==> config.mk <==
export PLATFORM = sky130hd
export DESIGN_NAME = mem_arbiter_flat
export DESIGN_NICKNAME = d
export VERILOG_FILES = /design/src/rtl/mem_arbiter_if.sv /design/src/rtl/mem_arbiter.sv /design/src/flat_wrapper.sv
export SDC_FILE = /design/constraint.sdc
export NUM_CORES = 1
export LEC_CHECK = 0
export ABC_CLOCK_PERIOD_IN_PS = 1600
export BUFFER_PORTS_ARGS = -buffer_cell sky130_fd_sc_hd__buf_2
export CAP_MARGIN = 20
export CORE_ASPECT_RATIO = 0.6
export CORE_MARGIN = 1.5
export CORE_UTILIZATION = 40
export CTS_CLUSTER_SIZE = 24
export DETAILED_ROUTE_END_ITERATION = 10
export HOLD_SLACK_MARGIN = 0.12
export PLACE_DENSITY = 0.77
export SETUP_SLACK_MARGIN = 0.3
export SLEW_MARGIN = 20
export SYNTH_ARGS = -nofsm -noshare
export SYNTH_HDL_FRONTEND = slang
export SYNTH_SLANG_ARGS = --single-unit
==> constraint.sdc <==
create_clock -name clk -period 1.6 [get_ports clk]
set_input_delay 0.32 -clock clk [delete_from_list [all_inputs] [get_ports clk]]
set_output_delay 0.32 -clock clk [all_outputs]
set_load 0.005 [all_outputs]
==> src/rtl/mem_arbiter_if.sv <==
// Bundle for the two requester ports and the memory side of mem_arbiter.
// The slave modport is the arbiter's view. The master modport is the requester/memory view.
interface mem_arbiter_if #(
  parameter int unsigned AW = 32
);
  logic          p0_req;
  logic          p0_we;
  logic [AW-1:0] p0_adr;
  logic [31:0]   p0_wd;
  logic          p0_ack;
  logic [31:0]   p0_rd;
  logic          p1_req;
  logic          p1_we;
  logic [AW-1:0] p1_adr;
  logic [31:0]   p1_wd;
  logic          p1_ack;
  logic [31:0]   p1_rd;
  logic          mem_we;
  logic [AW-1:0] mem_adr;
  logic [31:0]   mem_wd;
  logic [31:0]   mem_rd;
  logic          busy;
  logic          owner;

  modport slave (
    input  p0_req, p0_we, p0_adr, p0_wd,
    output p0_ack, p0_rd,
    input  p1_req, p1_we, p1_adr, p1_wd,
    output p1_ack, p1_rd,
    output mem_we, mem_adr, mem_wd,
    input  mem_rd,
    output busy, owner
  );

  modport master (
    output p0_req, p0_we, p0_adr, p0_wd,
    input  p0_ack, p0_rd,
    output p1_req, p1_we, p1_adr, p1_wd,
    input  p1_ack, p1_rd,
    input  mem_we, mem_adr, mem_wd,
    output mem_rd,
    input  busy, owner
  );
endinterface

==> src/rtl/mem_arbiter.sv <==
// Two-port arbiter for the shared single-port memory.
// Each access runs through a fixed wait-state window and ends with a one-cycle ack.
module mem_arbiter #(
  parameter int unsigned WAIT_CYCLES = 1,
  parameter bit          FIXED_PRI   = 1'b0,
  parameter int unsigned AW          = 32
) (
  input  logic           clk,
  input  logic           reset,
  mem_arbiter_if.slave   bus
);

  typedef enum logic [1:0] {
    IDLE = 2'd0,
    BUSY = 2'd1,
    RESP = 2'd2
  } state_t;

  localparam logic [3:0] WAIT_LD = 4'(WAIT_CYCLES);

  state_t        state_r;
  state_t        state_n;
  logic [3:0]    cnt_r;
  logic          last_r;
  logic          owner_r;
  logic          we_r;
  logic          busy_r;
  logic          mem_we_r;
  logic [AW-1:0] mem_adr_r;
  logic [31:0]   mem_wd_r;
  logic          p0_ack_r;
  logic          p1_ack_r;
  logic [31:0]   p0_rd_r;
  logic [31:0]   p1_rd_r;

  logic          grant_s;
  logic          gport_s;
  logic          final_s;
  logic          sel_we_s;
  logic [AW-1:0] sel_adr_s;
  logic [31:0]   sel_wd_s;
  logic          mem_we_n_s;

  // Next-state, grant selection and the look-ahead for the write strobe.
  always_comb begin
    state_n    = state_r;
    grant_s    = 1'b0;
    gport_s    = 1'b0;
    final_s    = (state_r == BUSY) && (cnt_r == 4'd0);
    case (state_r)
      IDLE: begin
        if (bus.p0_req && bus.p1_req) begin
          grant_s = 1'b1;
          gport_s = FIXED_PRI ? 1'b0 : ~last_r;
          state_n = BUSY;
        end else if (bus.p0_req) begin
          grant_s = 1'b1;
          gport_s = 1'b0;
          state_n = BUSY;
        end else if (bus.p1_req) begin
          grant_s = 1'b1;
          gport_s = 1'b1;
          state_n = BUSY;
        end else begin
          state_n = IDLE;
        end
      end
      BUSY: begin
        if (final_s) begin
          state_n = RESP;
        end else begin
          state_n = BUSY;
        end
      end
      RESP:    state_n = IDLE;
      default: state_n = IDLE;
    endcase

    sel_we_s  = gport_s ? bus.p1_we  : bus.p0_we;
    sel_adr_s = gport_s ? bus.p1_adr : bus.p0_adr;
    sel_wd_s  = gport_s ? bus.p1_wd  : bus.p0_wd;

    // The strobe is registered, so it is raised one edge before the final BUSY cycle.
    if (grant_s) begin
      mem_we_n_s = (WAIT_LD == 4'd0) && sel_we_s;
    end else begin
      mem_we_n_s = (state_r == BUSY) && (cnt_r == 4'd1) && we_r;
    end
  end

  // State, latched request fields, memory-side outputs and per-port responses.
  always_ff @(posedge clk or negedge reset) begin
    if (!reset) begin
      state_r   <= IDLE;
      cnt_r     <= 4'd0;
      last_r    <= 1'b1;
      owner_r   <= 1'b0;
      we_r      <= 1'b0;
      busy_r    <= 1'b0;
      mem_we_r  <= 1'b0;
      mem_adr_r <= '0;
      mem_wd_r  <= 32'd0;
      p0_ack_r  <= 1'b0;
      p1_ack_r  <= 1'b0;
      p0_rd_r   <= 32'd0;
      p1_rd_r   <= 32'd0;
    end else begin
      state_r  <= state_n;
      busy_r   <= (state_n != IDLE);
      mem_we_r <= mem_we_n_s;
      p0_ack_r <= final_s && !owner_r;
      p1_ack_r <= final_s && owner_r;
      if (grant_s) begin
        owner_r   <= gport_s;
        last_r    <= gport_s;
        we_r      <= sel_we_s;
        cnt_r     <= WAIT_LD;
        mem_adr_r <= sel_adr_s;
        mem_wd_r  <= sel_wd_s;
      end else if (final_s) begin
        mem_adr_r <= '0;
        mem_wd_r  <= 32'd0;
      end else if (state_r == BUSY) begin
        cnt_r <= cnt_r - 4'd1;
      end
      // Read data is captured on writes too, matching the memory's read-before-write port.
      if (final_s) begin
        if (owner_r) begin
          p1_rd_r <= bus.mem_rd;
        end else begin
          p0_rd_r <= bus.mem_rd;
        end
      end
    end
  end

  assign bus.busy    = busy_r;
  assign bus.owner   = owner_r;
  assign bus.mem_we  = mem_we_r;
  assign bus.mem_adr = mem_adr_r;
  assign bus.mem_wd  = mem_wd_r;
  assign bus.p0_ack  = p0_ack_r;
  assign bus.p1_ack  = p1_ack_r;
  assign bus.p0_rd   = p0_rd_r;
  assign bus.p1_rd   = p1_rd_r;

endmodule

==> src/flat_wrapper.sv <==
// flat-port wrapper written by rule: the top's interface ports become plain ports
module mem_arbiter_flat 
#(
  parameter int unsigned WAIT_CYCLES = 1,
  parameter bit          FIXED_PRI   = 1'b0,
  parameter int unsigned AW          = 32
)
  (clk, reset, bus_p0_req, bus_p0_we, bus_p0_adr, bus_p0_wd, bus_p0_ack, bus_p0_rd, bus_p1_req, bus_p1_we, bus_p1_adr, bus_p1_wd, bus_p1_ack, bus_p1_rd, bus_mem_we, bus_mem_adr, bus_mem_wd, bus_mem_rd, bus_busy, bus_owner);
  mem_arbiter_if #(.AW(AW)) bus_i ();
  input  logic clk;
  input  logic reset;
  input wire logic [$bits(bus_i.p0_req)-1:0] bus_p0_req;
  input wire logic [$bits(bus_i.p0_we)-1:0] bus_p0_we;
  input wire logic [$bits(bus_i.p0_adr)-1:0] bus_p0_adr;
  input wire logic [$bits(bus_i.p0_wd)-1:0] bus_p0_wd;
  output wire logic [$bits(bus_i.p0_ack)-1:0] bus_p0_ack;
  output wire logic [$bits(bus_i.p0_rd)-1:0] bus_p0_rd;
  input wire logic [$bits(bus_i.p1_req)-1:0] bus_p1_req;
  input wire logic [$bits(bus_i.p1_we)-1:0] bus_p1_we;
  input wire logic [$bits(bus_i.p1_adr)-1:0] bus_p1_adr;
  input wire logic [$bits(bus_i.p1_wd)-1:0] bus_p1_wd;
  output wire logic [$bits(bus_i.p1_ack)-1:0] bus_p1_ack;
  output wire logic [$bits(bus_i.p1_rd)-1:0] bus_p1_rd;
  output wire logic [$bits(bus_i.mem_we)-1:0] bus_mem_we;
  output wire logic [$bits(bus_i.mem_adr)-1:0] bus_mem_adr;
  output wire logic [$bits(bus_i.mem_wd)-1:0] bus_mem_wd;
  input wire logic [$bits(bus_i.mem_rd)-1:0] bus_mem_rd;
  output wire logic [$bits(bus_i.busy)-1:0] bus_busy;
  output wire logic [$bits(bus_i.owner)-1:0] bus_owner;
  assign bus_i.p0_req = bus_p0_req;
  assign bus_i.p0_we = bus_p0_we;
  assign bus_i.p0_adr = bus_p0_adr;
  assign bus_i.p0_wd = bus_p0_wd;
  assign bus_p0_ack = bus_i.p0_ack;
  assign bus_p0_rd = bus_i.p0_rd;
  assign bus_i.p1_req = bus_p1_req;
  assign bus_i.p1_we = bus_p1_we;
  assign bus_i.p1_adr = bus_p1_adr;
  assign bus_i.p1_wd = bus_p1_wd;
  assign bus_p1_ack = bus_i.p1_ack;
  assign bus_p1_rd = bus_i.p1_rd;
  assign bus_mem_we = bus_i.mem_we;
  assign bus_mem_adr = bus_i.mem_adr;
  assign bus_mem_wd = bus_i.mem_wd;
  assign bus_i.mem_rd = bus_mem_rd;
  assign bus_busy = bus_i.busy;
  assign bus_owner = bus_i.owner;
  mem_arbiter #(.WAIT_CYCLES(WAIT_CYCLES), .FIXED_PRI(FIXED_PRI), .AW(AW)) u_core (.clk(clk), .reset(reset), .bus(bus_i));
endmodule
==> flow_metrics.py <==
metrics = {
    "setup_path": {
        "ff2ff_path_depth": 4,
        "critical_path_class": "reg2reg",
        "critPathMaxFanout": 17,
        "required_ns": 1.88,
        "reg2reg_from": "u_core.cnt_r[2]",
        "worstSetupStartpoint": "u_core.cnt_r[2]",
        "cp_data_arrival_time_ns": 1.79,
        "r2r_end": "u_core.bus.p1_rd[30]",
        "end_kind": "flop",
        "reg2reg_slack_ns": 0.09,
        "worstSetupStartpointType": "flop",
        "crit_end": "u_core.bus.p1_rd[30]",
    },
    "final_layout": {
        "fillCellCount": 1122,
        "diodes": 0,
        "stdcell_count": 942,
        "utilization_pct": 61.6,
        "drive_above_1_share_pct": 64.0,
        "fin_area_sq_um": 8880,
        "multi_input_area_sq_um": 2410,
        "area_growth_pct": 50.7,
        "final_nets": 899,
        "seqCellArea_sq_um": 3530,
    },
    "timing": {
        "worstMarginPinSlew_ns": 0.711,
        "fmax_mhz": 662,
        "finalCritPeriodShare_pct": 94.4,
        "finalSetupViolations": 0,
        "hold-worst-slack_ns": 0.160,
        "slew_headroom_pct": 52.6,
        "fin_crit_ns": 1.51,
        "finalHoldViolations": 0,
        "drv_slew": 0,
        "fin_skew_ns": 0.0145,
        "setup_tns_ns": 0,
        "grt_setup_unrepaired": "yes",
        "fin_ws_ns": 0.0892,
    },
    "grt": {
        "track_usage_pct": 24.2,
        "grt_pass1_wl_um": 29500,
        "grt_overflow": 0,
        "grt_max_degree": 65,
        "grt_pass1_vias": 5631,
        "antenna_found_initial": 0,
    },
    "cts": {
        "cts.path.max_buffers": 2,
        "clock-sinks": 141,
        "tritoncts": "done",
        "cts_buffers": 17,
        "root_buffer": "clkbuf_16",
        "clk_pin_slew_ns": 0.07,
        "ctsHtreeMaxLevel": 4,
        "worstSkewPairLatency_ns": 0.41,
    },
    "place": {
        "place_area_sq_um": 7860,
        "io_buffers": 298,
        "place_hpwl_um": 12500,
        "place_congestion": 0.806,
        "place_ws_ns": 0.0140,
        "placed_cells": 892,
    },
    "synth": {
        "synth.area.top_cells": "dfrtp_1 59%, mux2_2 11%, a32oi_1 9.5%, o2bb2ai_1 9.5%, clkbuf_1 1.7%",
        "synth-edff-count": 0,
        "synth_top_family_by_area": "compound AO/OA/AOI/OAI gates",
        "synth_fa_ha_area_share_pct": 0.425,
        "yosysWarnings": 0,
        "synth.distinct_cells": 36,
        "synth_simple_gate_area_share_pct": 2.68,
        "netlist_area_sq_um": 5890,
        "syn_nets": 586,
        "synth.area.mux_share_pct": 12.4,
        "async_flop_share_pct": 100,
        "synth-compound-area-share_pct": 21.1,
        "yosysSeqAreaShare_pct": 59.9,
        "syn_inst": 418,
        "synth-seq-cells": 141,
        "ys_top_cells_by_count": "140 x dfrtp_1, 64 x a32oi_1, 64 x o2bb2ai_1, 56 x mux2_2, 26 x clkbuf_1",
        "synth_ff_type": "dfrtp_1",
        "synth-xor-area-share_pct": 0,
        "synth_most_common_cell": "dfrtp_1",
        "avgSynthCellArea_sq_um": 14.1,
        "synth_top_cell_area_share_pct": 59.5,
        "synth.largest_area_cell": "dfrtp_1",
    },
    "routing": {
        "drc": 0,
        "routedWlPerCell_um": 19.7,
        "ant_nets": 0,
        "via_count": 5097,
        "drt_iter0_markers": 243,
        "vias_per_cell": 5.41,
        "first_pass_iters": 4,
        "drt-total-wl_um": 18600,
    },
    "die": {
        "core_sq_um": 14400,
        "die_h_um": 97.0,
        "io_pins": 299,
        "start_util_pct": 40.9,
        "die_w_um": 160,
        "rows": 34,
        "fp.dieArea_sq_um": 15500,
    },
    "power_and_ir_drop": {
        "total_power_mw": 18.4,
        "p_leak_nw": 4.23,
        "power_density_nw_per_um2": 2070,
        "vdd_drop_max_mv": 0.987,
    },
    "flow_run": {
        "max-cap-violations": 0,
    },
    "hold_path": {
        "min_path_type": "in2reg",
    },
    "run_status": {
        "status": "completed",
    },
}
## how the worst min path moves through the flow
| stage | start | endpoint | cells after the start |
|---|---|---|---|
| global route | bus_mem_rd[17] | u_core.bus.p1_rd[17] | 2 |
| finish | bus_mem_rd[3] | u_core.bus.p1_rd[3] | 2 |
| detailed placement | reset | u_core.bus.p0_rd[24] | 1 |
| floorplan | reset | u_core.bus.busy | 0 |
| CTS | bus_mem_rd[14] | u_core.bus.p0_rd[14] | 2 |
| global placement | reset | u_core.bus.p0_rd[24] | 1 |
## state kept, by name (all words and copies together), names as in the netlist, 2 cells and up
| name | cells |
|---|---|
| u_core.cnt_r | 4 |
| u_core.bus.p0_rd | 32 |
| u_core.bus.mem_wd | 32 |
| u_core.bus.p1_rd | 32 |
| u_core.bus.mem_adr | 32 |
| u_core.state_r | 2 |
## critical path, stage by stage (launching register included)
cell	delay, ns
dfrtp_1	0.43
nor2_4	0.29
nand4_4	0.18
buf_12	0.20
mux2_4	0.29
## logic make-up after synthesis
logic type | Yosys count
AO/OA/AOI/OAI | 141
adder cells (fa/ha/maj) | 2
buffers and inverters | 48
flip-flops | 141
multiplexers | 65
AND/OR/NAND/NOR | 21
## layer usage
metal  global-route usage [%]  vias up  share of wire, %
met5                        0        -                 0
met4                     7.26        0              0.90
met1                     30.0     2551                41
li1                         -     2312                 -
met2                     41.8      220                51
met3                     6.09       14               7.0
## power by group
part / leakage [nW] / total (mW) / switching, mW / internal, mW
combinational: 2.23 / 8.19 / 3.76 / 4.43
clock: 0.279 / 3.88 / 1.64 / 2.24
sequential: 1.72 / 6.32 / 1.02 / 5.30
total: 4.23 / 18.4 / 6.42 / 12.0
## cells in the final DEF, fill, tap and decap left out, drive strengths merged, types with 2 or more instances in the layout
cell type  Yosys  final
o21ai          2      2
mux2          64     64
buf           16    336
inv            5     13
clkinvlp       0      3
clkbuf        27     18
a32oi         65     65
ha             2      2
o31ai          2      2
or2            2      2
o221ai         2      2
clkinv         0      2
nand2          2      2
a22o           2      2
nor3           2      2
nor3b          2      2
dfrtp        140    140
o2bb2ai       64     64
nand2b         2      2
nor2           5      5
## repair_timing
action,CTS,global route
setup buffers,6,6
gates resized for setup,36,2
cloned,5,0
pin swaps,22,1
setup endpoints to repair,134,143
hold buffers,1,0
endpoints found under the hold margin,36,0
## cell type report
type / count / share of cell area (%)
repair buffers: 337 / 23.5
clock inverters: 14 / 1.63
flip-flops and latches: 141 / 39.8
well taps: 198 / 2.79
clock buffers: 18 / 4.95
multi-input cells: 229 / 27.2
inverters: 5 / 0.211
Power figures use the tool's default switching activity.
